[src/rtl/niosii_system_sysid_ext.sv]
// ---------------------------------------------------------------------------
// niosii_system_sysid_ext
//
// System-identification slave for the Nios II Avalon-MM fabric. It returns
// the build-time ID, timestamp and feature words. It also provides a
// free-running uptime counter, a byte-writable scratch register and a small
// control register. Reads are registered with a fixed latency of one cycle,
// and there is no waitrequest.
//
// Register map (word addresses):
//   0 SYSID      RO   build system ID
//   1 TIMESTAMP  RO   build timestamp
//   2 UPTIME_LO  RO   uptime[31:0]; the same read latches the high half
//   3 UPTIME_HI  RO   high half latched by the last UPTIME_LO read
//   4 SCRATCH    RW   byte-enabled scratch word
//   5 CONTROL    RW   bit0 EN (count enable), bit1 CLR (write-1 pulse, reads 0)
//   6 FEATURES   RO   feature bitmap
//   7 --         reads 0, writes ignored
//
// Ports:
//   clock          in   system clock, rising edge
//   reset_n        in   asynchronous active-low reset
//   address[2:0]   in   word address
//   read           in   read strobe (dropped if write is also high)
//   write          in   write strobe
//   writedata[31:0]in   write data
//   byteenable[3:0]in   write byte lanes (SCRATCH only)
//   readdata[31:0] out  registered read data, holds between reads
//   readdatavalid  out  one-cycle pulse marking readdata valid
//
// UPTIME_W must lie in 33..64.
// ---------------------------------------------------------------------------
module niosii_system_sysid_ext #(
    parameter logic [31:0] SYSID       = 32'h0000_0000,
    parameter logic [31:0] TIMESTAMP   = 32'h0000_0000,
    parameter logic [31:0] FEATURES    = 32'h0000_0000,
    parameter int          UPTIME_W    = 64,
    parameter logic [31:0] SCRATCH_RST = 32'h0000_0000
) (
    input  logic        clock,
    input  logic        reset_n,
    input  logic [2:0]  address,
    input  logic        read,
    input  logic        write,
    input  logic [31:0] writedata,
    input  logic [3:0]  byteenable,
    output logic [31:0] readdata,
    output logic        readdatavalid
);

    typedef enum logic [2:0] {
        ADDR_SYSID     = 3'd0,
        ADDR_TIMESTAMP = 3'd1,
        ADDR_UPTIME_LO = 3'd2,
        ADDR_UPTIME_HI = 3'd3,
        ADDR_SCRATCH   = 3'd4,
        ADDR_CONTROL   = 3'd5,
        ADDR_FEATURES  = 3'd6,
        ADDR_UNMAPPED  = 3'd7
    } reg_addr_e;

    // State
    logic [UPTIME_W-1:0] uptime_q,    uptime_d;
    logic [31:0]         hi_shadow_q, hi_shadow_d;
    logic [31:0]         scratch_q,   scratch_d;
    logic                en_q,        en_d;
    logic [31:0]         readdata_q,  readdata_d;
    logic                rdv_q,       rdv_d;

    reg_addr_e   addr;
    logic        rd_accept;
    logic [63:0] uptime_ext;
    logic [31:0] rd_mux;

    assign addr       = reg_addr_e'(address);
    // A simultaneous write takes priority; the read is silently dropped.
    assign rd_accept  = read & ~write;
    // Zero-extending to 64 bits gives the high half of any legal width.
    assign uptime_ext = 64'(uptime_q);

    // Read multiplexer, sampled from pre-edge state.
    always_comb begin
        // NOTE: every combinational output gets a default first so that no path
        // leaves it unassigned, which would infer a latch.
        rd_mux = 32'h0000_0000;
        unique case (addr)
            ADDR_SYSID:     rd_mux = SYSID;
            ADDR_TIMESTAMP: rd_mux = TIMESTAMP;
            ADDR_UPTIME_LO: rd_mux = uptime_ext[31:0];
            ADDR_UPTIME_HI: rd_mux = hi_shadow_q;
            ADDR_SCRATCH:   rd_mux = scratch_q;
            ADDR_CONTROL:   rd_mux = {31'b0, en_q};
            ADDR_FEATURES:  rd_mux = FEATURES;
            ADDR_UNMAPPED:  rd_mux = 32'h0000_0000;
        endcase
    end

    // Next-state logic
    always_comb begin
        uptime_d    = en_q ? uptime_q + UPTIME_W'(1) : uptime_q;  // wraps silently
        hi_shadow_d = hi_shadow_q;
        scratch_d   = scratch_q;
        en_d        = en_q;
        readdata_d  = readdata_q;
        rdv_d       = rd_accept;

        if (rd_accept) begin
            readdata_d = rd_mux;
            // The high half is latched on the same edge as the low half so that
            // software gets a coherent 64-bit value even across a carry.
            if (addr == ADDR_UPTIME_LO) begin
                hi_shadow_d = uptime_ext[63:32];
            end
        end

        if (write) begin
            if (addr == ADDR_SCRATCH) begin
                for (int b = 0; b < 4; b++) begin
                    if (byteenable[b]) begin
                        scratch_d[b*8 +: 8] = writedata[b*8 +: 8];
                    end
                end
            end
            if (addr == ADDR_CONTROL) begin
                en_d = writedata[0];
                // CLR overrides this edge's increment. The new EN setting
                // takes effect from the next edge.
                if (writedata[1]) begin
                    uptime_d = '0;
                end
            end
        end
    end

    // Registers
    always_ff @(posedge clock or negedge reset_n) begin
        if (!reset_n) begin
            // NOTE: every register, including readdata, has a defined reset value,
            // so an in-flight read response is discarded by reset.
            uptime_q    <= '0;
            hi_shadow_q <= 32'h0000_0000;
            scratch_q   <= SCRATCH_RST;
            en_q        <= 1'b1;
            readdata_q  <= 32'h0000_0000;
            rdv_q       <= 1'b0;
        end else begin
            // NOTE: sequential state uses non-blocking assignments, so every register
            // samples the pre-edge values computed above.
            uptime_q    <= uptime_d;
            hi_shadow_q <= hi_shadow_d;
            scratch_q   <= scratch_d;
            en_q        <= en_d;
            readdata_q  <= readdata_d;
            rdv_q       <= rdv_d;
        end
    end

    assign readdata      = readdata_q;
    assign readdatavalid = rdv_q;

endmodule

[config.mk]
export PLATFORM = sky130hd
export DESIGN_NAME = niosii_system_sysid_ext
export DESIGN_NICKNAME = d
export VERILOG_FILES = /design/src/rtl/niosii_system_sysid_ext.sv
export SDC_FILE = /design/constraint.sdc
export NUM_CORES = 1
export LEC_CHECK = 0
export ABC_CLOCK_PERIOD_IN_PS = 2200
export BUFFER_PORTS_ARGS = -buffer_cell sky130_fd_sc_hd__buf_2
export CAP_MARGIN = 10
export CORE_UTILIZATION = 43
export CTS_BUF_LIST = sky130_fd_sc_hd__clkbuf_2 sky130_fd_sc_hd__clkbuf_4 sky130_fd_sc_hd__clkbuf_8
export DETAILED_ROUTE_END_ITERATION = 8
export PLACE_DENSITY_LB_ADDON = 0.3
export SYNTH_ARGS = -nofsm -noshare
export SYNTH_HDL_FRONTEND = slang
export SYNTH_SLANG_ARGS = --single-unit
[constraint.sdc]
create_clock -name clock -period 2.2 [get_ports clock]
set_clock_uncertainty 0.2 [all_clocks]
set_input_delay 0.11 -clock clock [delete_from_list [all_inputs] [get_ports clock]]
set_output_delay 0.11 -clock clock [all_outputs]
set_load 0.02 [all_outputs]
==> flow_metrics.py, run 1 <==
metrics = {
    "route": {
        "met3_length_um": 743,
        "met1Wirelength_mm": 9.12,
        "dr.max_layer_used": "met4",
        "dr.pass1.iters": 5,
        "ant_nets": 0,
        "wl_met2_mm": 9.94,
        "routed_wl_mm": 20.3,
        "wire_per_inst_um": 17.1,
        "drt-vias-per-instance": 5.51,
        "route.detailed.drc": 0,
        "drt_iter0_markers": 409,
        "vias": 6539,
    },
    "layout": {
        "layout-drive-gt1-share": 0.275,
        "area_growth_pct": 31.1,
        "fin_util": 0.584,
        "nFillCells": 1432,
        "n_antenna_cell": 0,
        "fin_nets": 998,
    },
    "cts": {
        "cts_htree_levels": 4,
        "cts_tree": "done",
        "cts_buffers": 17,
        "clk_pin_slew_ns": 0.09,
        "clock_tree.root_cell": "clkbuf_8",
        "clock_latency_ns": 0.48,
        "cts.sinks": 162,
        "clock_path_buffers": 2,
    },
    "global_routing": {
        "grt_pass1_vias": 6551,
        "grt_overflow": 0,
        "grt_usage": 0.240,
        "antenna_found_initial": 0,
        "grt_max_degree": 65,
        "grt_first_pass_wirelength_mm": 33.3,
    },
    "synth": {
        "synth_warnings": 0,
        "ys_seq_area_frac": 0.543,
        "synth_nets": 805,
        "synth.top_cell.area_share": 0.539,
        "synth-edff-count": 0,
        "synth_flop_cell": "dfrtp_1",
        "syn_area_sq_um": 7470,
        "ys_seq_elements": 162,
        "syn_inst": 761,
        "yosysMostFrequentCell": "dfrtp_1",
        "async_flop_share": 1.00,
        "netlist_top_cells_area": "dfrtp_1 54%, a21oi_1 8.2%, mux2_2 5.0%, o21ai_0 3.9%, o22ai_1 2.7%",
        "synthTopCellsByCount": "161 x dfrtp_1, 122 x a21oi_1, 58 x o21ai_0",
        "syn_area_per_cell_sq_um": 9.82,
        "synth.distinct_cells": 41,
        "synth_top_cell_by_area": "dfrtp_1",
    },
    "timing": {
        "hold_violations": 0,
        "max_slew_margin": 0.650,
        "max_freq_mhz": 439,
        "period_needed_ns": 2.28,
        "drv_slew": 0,
        "setup_viol": 5,
        "rsz0062_at_grt": "yes",
        "period_share": 1.04,
        "setup_slack_ns": -0.0780,
        "tightestPinTransition_ns": 0.525,
    },
    "run": {
        "max_cap_violations": 0,
    },
    "die": {
        "core_sq_um": 16800,
        "die_h_um": 134,
        "dieWidth_um": 134,
        "ios": 76,
        "rows": 47,
        "start_util": 0.446,
        "die_area_sq_um": 17900,
    },
    "worst_setup_path": {
        "path_max_fanout": 9,
        "cp.required_ns": 2.40,
        "crit_arrival_ns": 2.47,
        "path_class": "reg -> reg",
        "critPathLaunchType": "flip-flop",
        "crit_path_end_kind": "flip-flop",
    },
    "outcome": {
        "violations": "setup timing",
        "status": "complete, but fails checks",
    },
    "placed_design": {
        "dp_hpwl_mm": 13.8,
        "port_buffers": 75,
        "routabilityCongestion": 0.837,
    },
    "power_and_ir_drop": {
        "powerDensity_nw_per_um2": 864,
        "power_leakage_nw": 4.35,
        "irDropWorstVdd_mv": 0.661,
        "total_power_w": 0.00846,
    },
    "worst_hold_path": {
        "hp-class": "in -> reg",
    },
}
==> critical path, cell delays in order (launching register included) <==
cell and delay (ns):
dfstp_2 0.59, nand2_4 0.05, or4_4 0.53, nand4bb_4 0.23, buf_6 0.15, or3_1 0.31
a21oi_1 0.13
==> metal layers <==
layer | vias to the layer above | GRT usage
met2 | 149 | 0.390
li1 | 3088 | -
met1 | 3274 | 0.320
met5 | - | 0
met3 | 28 | 0.0420
met4 | 0 | 0.0972
==> cell usage in the layout (no fill, tap or decap), types with 20 or more instances in the layout <==
cell type	netlist	final
a21oi_1	122	120
buf_2	3	74
buf_4	2	84
dfrtp_1	161	161
dlygate4sd3_1	0	48
inv_1	39	39
mux2_2	33	33
nand2_1	52	51
nand3_1	30	28
nand4_1	26	26
nor2_1	49	49
o21ai_0	58	57
o22ai_1	32	32
or3_1	25	25
xor2_1	20	20
==> logic make-up (layout without fill, tap and decap cells) <==
group           count (synthesis)  after routing  synth area share
buf+inv                        81            287            0.0439
xor+xnor                       37             37            0.0434
fa+ha+maj                       1              1           0.00167
mux                            35             35            0.0524
flops                         162            162             0.543
compound gates                212            212             0.147
simple gates                  233            233             0.168
==> path summary, 6_finish.rpt <==
path	start	slack [ns]	cells after the start	end
min in group asynchronous	reset_n	0.48	3	scratch_q[20]$_DFFE_PN0P_
min	address[0]	0.04	4	readdata[2]$_DFFE_PN0P_
max	en_q$_DFFE_PN1P_	-0.08	6	uptime_ext[50]$_DFF_PN0_
min reg2reg	scratch_q[17]$_DFFE_PN0P_	0.32	1	scratch_q[17]$_DFFE_PN0P_
max in group asynchronous	reset_n	0.55	4	en_q$_DFFE_PN1P_
max reg2reg	en_q$_DFFE_PN1P_	-0.08	6	uptime_ext[50]$_DFF_PN0_
==> state kept, by name (all words and copies together), names as in the netlist <==
name	cells
uptime_ext	64
readdata	32
hi_shadow_q	32
scratch_q	32
readdatavalid	1
en_q	1
==> through the flow <==
stage / area [sq um] / TNS, ns / hold WS [ns] / setup slack [ns] / instances
floorplan: 7490 / -0.238 / -0.386 / -0.0502 / 761
detailed placement: 8710 / -0.821 / -0.0913 / -0.127 / 1102
global route: 9800 / -1.49 / 0.0554 / -0.133 / 1187
global placement: 8710 / -0.270 / -0.0929 / -0.0587 / 1102
CTS: 9700 / -0.190 / 0.00819 / -0.0516 / 1183
finish: 9800 / -0.336 / 0.0393 / -0.0780 / 1187
==> layout make-up <==
| class | instances | area [sq um] | share of cell area |
|---|---|---|---|
| Sequential cell | 162 | 4060 | 0.414 |
| Inverter | 39 | 146 | 0.0149 |
| Tap cell | 220 | 275 | 0.0281 |
| Clock inverter | 14 | 186 | 0.0190 |
| Multi-Input combinational cell | 518 | 3240 | 0.331 |
| Clock buffer | 18 | 248 | 0.0253 |
| Timing Repair Buffer | 216 | 1650 | 0.168 |
==> repair_timing <==
action	in CTS	in global routing
pin swaps	2	8
gates resized for setup	9	14
buffers inserted	1	4
setup endpoints to repair	19	27
endpoints found under the hold margin	199	0
hold buffers	48	0
==> power by group <==
| group | internal (W) | leakage, nW | total (W) | switching [W] |
|---|---|---|---|---|
| Combinational | 0.000964 | 2.12 | 0.00202 | 0.00106 |
| Clock | 0.00119 | 0.219 | 0.00241 | 0.00122 |
| Sequential | 0.00362 | 2.01 | 0.00403 | 0.000411 |
(Power assumes the default switching activity.)
==> run 2: changes to the inputs <==
--- a/config.mk
+++ b/config.mk
@@ -12,6 +12,8 @@
 export CTS_BUF_LIST = sky130_fd_sc_hd__clkbuf_2 sky130_fd_sc_hd__clkbuf_4 sky130_fd_sc_hd__clkbuf_8
 export DETAILED_ROUTE_END_ITERATION = 8
 export PLACE_DENSITY_LB_ADDON = 0.3
+export REMOVE_ABC_BUFFERS = 1
+export SETUP_SLACK_MARGIN = 0.3
 export SYNTH_ARGS = -nofsm -noshare
 export SYNTH_HDL_FRONTEND = slang
 export SYNTH_SLANG_ARGS = --single-unit
==> run 2 against run 1 <==
Effect of this change:
- largest power group unchanged
- critical endpoint unchanged
- sequential share of layout area down 0.59 points
- utilization up 0.84 points
- via count up 0.29%
- the flow still finishes with violations (setup timing)
- critical path depth unchanged
- clock power down 18%
- non-clock buffer count up 13
- combinational power about the same
==> flow_metrics.py, run 2 (synthesized netlist as in run 1, its figures left out) <==
metrics = {
    "global_routing": {
        "grt_usage": 0.235,
        "grt_pass1_vias": 6410,
        "grt_overflow": 0,
        "grt_first_pass_wirelength_mm": 32.6,
        "antenna_found_initial": 0,
        "grt_max_degree": 65,
    },
    "route": {
        "routed_wl_mm": 20.4,
        "wire_per_inst_um": 17.0,
        "dr.pass1.iters": 4,
        "vias": 6558,
        "drt-vias-per-instance": 5.46,
        "ant_nets": 0,
        "route.detailed.drc": 0,
        "drt_iter0_markers": 373,
    },
    "layout": {
        "final_common_cell": "dfrtp_1",
        "fin_nets": 1012,
        "n_antenna_cell": 0,
        "mostFrequentLayoutCells": "161 x dfrtp_1, 118 x a21oi_1, 98 x buf_4, 75 x buf_2",
        "layout-drive-gt1-share": 0.313,
        "area_growth_pct": 33.0,
        "largest_reg_flops": 64,
        "fin_cells": 1201,
    },
    "cts": {
        "cts_htree_levels": 4,
        "clock_path_buffers": 2,
        "cts_buffers": 17,
        "clock_tree.root_cell": "clkbuf_8",
        "cts_tree": "done",
        "clock_latency_ns": 0.48,
        "cts.sinks": 162,
        "clk_pin_slew_ns": 0.09,
    },
    "worst_setup_path": {
        "path_class": "reg -> reg",
        "cp.required_ns": 2.40,
        "crit_path_end_kind": "flip-flop",
        "critPathLaunchType": "flip-flop",
        "path_max_fanout": 5,
        "crit_arrival_ns": 2.47,
    },
    "power_and_ir_drop": {
        "power_leakage_nw": 4.46,
        "powerDensity_nw_per_um2": 811,
        "irDropWorstVdd_mv": 0.595,
    },
    "placed_design": {
        "dp_hpwl_mm": 13.6,
        "dp.cells": 1103,
        "port_buffers": 75,
        "routabilityCongestion": 0.877,
    },
    "die": {
        "die_h_um": 134,
        "core_sq_um": 16800,
        "dieWidth_um": 134,
        "ios": 76,
        "start_util": 0.446,
        "rows": 47,
        "die_area_sq_um": 17900,
    },
    "worst_hold_path": {
        "hp-class": "in -> reg",
    },
    "timing": {
        "hold_violations": 0,
        "drv_slew": 0,
        "setup_slack_ns": -0.0699,
        "period_needed_ns": 2.27,
        "max_freq_mhz": 441,
        "fin_hold_ws_ns": 0.0290,
        "rsz0062_at_grt": "yes",
        "setup_viol": 9,
        "max_slew_margin": 0.550,
        "tightestPinTransition_ns": 0.673,
        "period_share": 1.03,
        "tns_ns": -0.297,
    },
    "outcome": {
        "status": "complete, but fails checks",
        "violations": "setup timing",
    },
    "run": {
        "max_cap_violations": 0,
    },
}
run 2: cell count changes in the layout (fill, tap and decap cells not counted), sizes merged:
cell,change
nand3,+1
bufinv,-3
clkinv,+3
inv,-4
buf,+24
dlygate4sd3,-11
clkinvlp,+4
run 2: worst paths after layout:
| check | startpoint | endpoint | slack, ns | cells past startpoint |
|---|---|---|---|---|
| hold / removal | write | readdatavalid$_DFF_PN0_ | 0.03 | 3 |
| max in group asynchronous | reset_n | hi_shadow_q[12]$_DFFE_PN0P_ | 0.58 | 4 |
| setup reg to reg | en_q$_DFFE_PN1P_ | uptime_ext[50]$_DFF_PN0_ | -0.07 | 6 |
| min in group asynchronous | reset_n | scratch_q[23]$_DFFE_PN0P_ | 0.49 | 3 |
| setup / recovery | en_q$_DFFE_PN1P_ | uptime_ext[50]$_DFF_PN0_ | -0.07 | 6 |
| hold reg to reg | scratch_q[11]$_DFFE_PN0P_ | scratch_q[11]$_DFFE_PN0P_ | 0.31 | 1 |
run 2: what timing repair did:
action	4_1_cts	5_1_grt
endpoints found under the setup margin	47	53
pin swaps	24	32
hold endpoints to repair	196	0
setup buffers	12	15
gates cloned	1	1
hold buffers	37	0
resized for setup	40	30
run 2: power breakdown:
part           total, W  switching [W]  leakage [nW]  internal (W)
clock network   0.00198        0.00118         0.166      0.000803
logic           0.00204        0.00107          2.28      0.000970
registers       0.00404       0.000414          2.01       0.00362
total           0.00806        0.00266          4.46       0.00540
run 2: cell type report:
class	count	area (sq um)
Clock buffer	18	241
Clock inverter	14	109
Fill cell	1460	6820
Inverter	39	146
Multi-Input combinational cell	519	3390
Sequential cell	162	4060
Tap cell	220	275
Timing Repair Buffer	229	1720
run 2: routing by layer:
| layer | vias to the layer above | routed length [um] | share of wire | track usage |
|---|---|---|---|---|
| met5 | - | 0 | 0 | 0 |
| met4 | 0 | 510 | 0.025 | 0.0953 |
| met3 | 38 | 860 | 0.042 | 0.0404 |
| met2 | 162 | 9770 | 0.48 | 0.372 |
| met1 | 3226 | 9280 | 0.45 | 0.322 |
| li1 | 3132 | - | - | - |
run 2: metrics by stage:
step / power [W] / area, sq um / util / setup WS, ns
after CTS: 0.00802 / 9690 / 0.578 / -0.0271
after global placement: 0.00586 / 8670 / 0.517 / -0.0946
after detailed placement: 0.00592 / 8670 / 0.517 / -0.109
after floorplan: 0.00501 / 7290 / - / -2.22
after global routing: 0.00849 / 9940 / 0.593 / -0.135
final: 0.00806 / 9940 / 0.593 / -0.0699
run 2: critical path: stages, from the launching register on:
cell	delay (ns)
dfstp_2	0.57
nand2_2	0.06
or4_4	0.51
nand4bb_4	0.24
buf_6	0.16
or3_1	0.33
a21oi_1	0.13
==> run 3: changes to the inputs <==
--- a/config.mk
+++ b/config.mk
@@ -8,7 +8,7 @@
 export ABC_CLOCK_PERIOD_IN_PS = 2200
 export BUFFER_PORTS_ARGS = -buffer_cell sky130_fd_sc_hd__buf_2
 export CAP_MARGIN = 10
-export CORE_UTILIZATION = 43
+export CORE_UTILIZATION = 55
 export CTS_BUF_LIST = sky130_fd_sc_hd__clkbuf_2 sky130_fd_sc_hd__clkbuf_4 sky130_fd_sc_hd__clkbuf_8
 export DETAILED_ROUTE_END_ITERATION = 8
 export PLACE_DENSITY_LB_ADDON = 0.3
==> run 3 against run 2 <==
Effect of this change:
- the flow still finishes with violations (setup timing)
- cell count fell by 4.2%
- critical path type unchanged
- final area up 0.39%
- total power is 5.3% higher
- clock power is 17% higher
- maximum frequency down 2.8%
- setup slack lost 0.066 ns
==> flow_metrics.py, run 3 (synthesized netlist as in run 1, its figures left out) <==
metrics = {
    "global_routing": {
        "antenna_found_initial": 0,
        "grt_usage": 0.303,
        "grt_first_pass_wirelength_mm": 33.5,
        "grt_pass1_vias": 6709,
        "grt_max_degree": 65,
        "grt_overflow": 0,
    },
    "layout": {
        "area_growth_pct": 33.6,
        "nFillCells": 867,
        "largest_reg_flops": 64,
        "fin_nets": 1008,
        "layout-drive-gt1-share": 0.313,
        "fin_util": 0.753,
        "n_antenna_cell": 0,
        "mostFrequentLayoutCells": "158 x dfrtp_1, 116 x a21oi_1, 92 x buf_4, 75 x buf_2, 52 x o21ai_0",
        "final_common_cell": "dfrtp_1",
    },
    "timing": {
        "period_needed_ns": 2.34,
        "period_share": 1.06,
        "drv_slew": 0,
        "max_slew_margin": 0.675,
        "max_freq_mhz": 428,
        "fin_hold_ws_ns": 0.0660,
        "setup_slack_ns": -0.136,
        "rsz0062_at_grt": "yes",
        "tightestPinTransition_ns": 0.483,
        "setup_viol": 30,
        "hold_violations": 0,
    },
    "outcome": {
        "status": "complete, but fails checks",
        "violations": "setup timing",
    },
    "run": {
        "max_cap_violations": 0,
    },
    "route": {
        "dr.pass1.iters": 6,
        "route.detailed.drc": 0,
        "ant_nets": 0,
        "drt_iter0_markers": 790,
        "drt-vias-per-instance": 6.07,
        "wire_per_inst_um": 19.3,
        "vias": 6988,
        "routed_wl_mm": 22.2,
    },
    "placed_design": {
        "port_buffers": 75,
        "routabilityCongestion": 0.912,
        "dp_hpwl_mm": 13.7,
    },
    "power_and_ir_drop": {
        "power.switching_w": 0.00263,
        "powerDensity_nw_per_um2": 850,
        "clkPwrFrac": 0.273,
        "irDropWorstVdd_mv": 0.853,
        "pwr-share-seq": 0.481,
        "power_switching_share": 0.311,
        "p_comb_frac": 0.246,
        "power_leakage_nw": 4.51,
        "total_power_w": 0.00848,
        "p_int_w": 0.00585,
    },
    "die": {
        "die_area_sq_um": 14100,
        "die_h_um": 119,
        "rows": 42,
        "dieWidth_um": 119,
        "start_util": 0.564,
        "core_sq_um": 13200,
        "ios": 76,
    },
    "worst_setup_path": {
        "crit_path_end_kind": "flip-flop",
        "crit_arrival_ns": 2.52,
        "cp.required_ns": 2.39,
        "critPathLaunchType": "flip-flop",
        "path_class": "reg -> reg",
        "path_max_fanout": 5,
    },
    "cts": {
        "clock_tree.root_cell": "clkbuf_8",
        "cts_tree": "done",
        "cts_buffers": 17,
        "cts_htree_levels": 4,
        "clock_path_buffers": 2,
        "clock_latency_ns": 0.46,
        "clk_pin_slew_ns": 0.08,
        "cts.sinks": 162,
    },
    "worst_hold_path": {
        "hp-class": "in -> reg",
    },
}
==> run 3: cell count changes in the layout (fill, tap and decap cells not counted), sizes merged <==
cell	change
nand3	-1
bufinv	+3
buf	-5
dlygate4sd3	+2
clkinvlp	-5
clkinv	-3
inv	-4
clkbuf	+7
==> run 3: worst paths after layout <==
kind                       depth (start not counted)                   endpoint  slack, ns                      start
max                                                6   uptime_ext[50]$_DFF_PN0_      -0.14    uptime_ext[2]$_DFF_PN0_
min                                                3  scratch_q[26]$_DFFE_PN0P_       0.07                      write
max reg2reg                                        6   uptime_ext[50]$_DFF_PN0_      -0.14    uptime_ext[2]$_DFF_PN0_
min reg2reg                                        1  scratch_q[26]$_DFFE_PN0P_       0.32  scratch_q[26]$_DFFE_PN0P_
max in group asynchronous                          4           en_q$_DFFE_PN1P_       0.83                    reset_n
min in group asynchronous                          4   readdata[24]$_DFFE_PN0P_       0.53                    reset_n
==> run 3: metrics by stage <==
step	TNS [ns]	instance area (sq um)	std cells	worst slack [ns]
2_1_floorplan	-170.48	7290	719	-2.22
3_3_place_gp	-0.586	8630	1058	-0.130
3_5_place_dp	-1.07	8630	1058	-0.187
4_1_cts	-0.0531	9700	1135	-0.0298
5_1_grt	-4.45	9980	1151	-0.196
6_report	-1.91	9980	1151	-0.136
==> run 3: routing by layer <==
metal	vias to the layer above	routed length (um)	global-route usage
met5	-	0	0
met4	0	901	0.109
met3	83	1320	0.0565
met2	325	11000	0.499
met1	3474	8960	0.403
li1	3106	-	-
==> run 3: final cells by class <==
type                            instances  area, sq um  area share
Timing Repair Buffer                  226         1740       0.175
Clock inverter                          5          100      0.0100
Multi-Input combinational cell        518         3390       0.340
Clock buffer                           25          319      0.0320
Tap cell                              176          220      0.0221
Sequential cell                       162         4060       0.407
Inverter                               39          146      0.0147
==> run 3: what timing repair did <==
| item | in CTS | in global routing |
|---|---|---|
| pin swaps | 26 | 25 |
| gates cloned | 1 | 0 |
| gates resized for setup | 37 | 34 |
| hold buffers | 38 | 2 |
| hold endpoints to repair | 202 | 10 |
| setup buffers | 8 | 14 |
| setup endpoints to repair | 44 | 65 |
==> run 3: critical path: stages (launching register included) <==
cell and delay [ns]:
dfrtp_1 0.36, nand4_1 0.25, or4_4 0.59, nand4bb_4 0.24, buf_6 0.15, or3_1 0.34, a21oi_1 0.14
==> run 3: power by group through the flow <==
stage	logic (W)	registers [W]	clock network, W
finish	0.00208	0.00408	0.00232
global route	0.00226	0.00413	0.00245
CTS	0.00197	0.00402	0.00233
detailed placement	0.00185	0.00408	0
global placement	0.00177	0.00403	0
floorplan	0.000819	0.00419	0
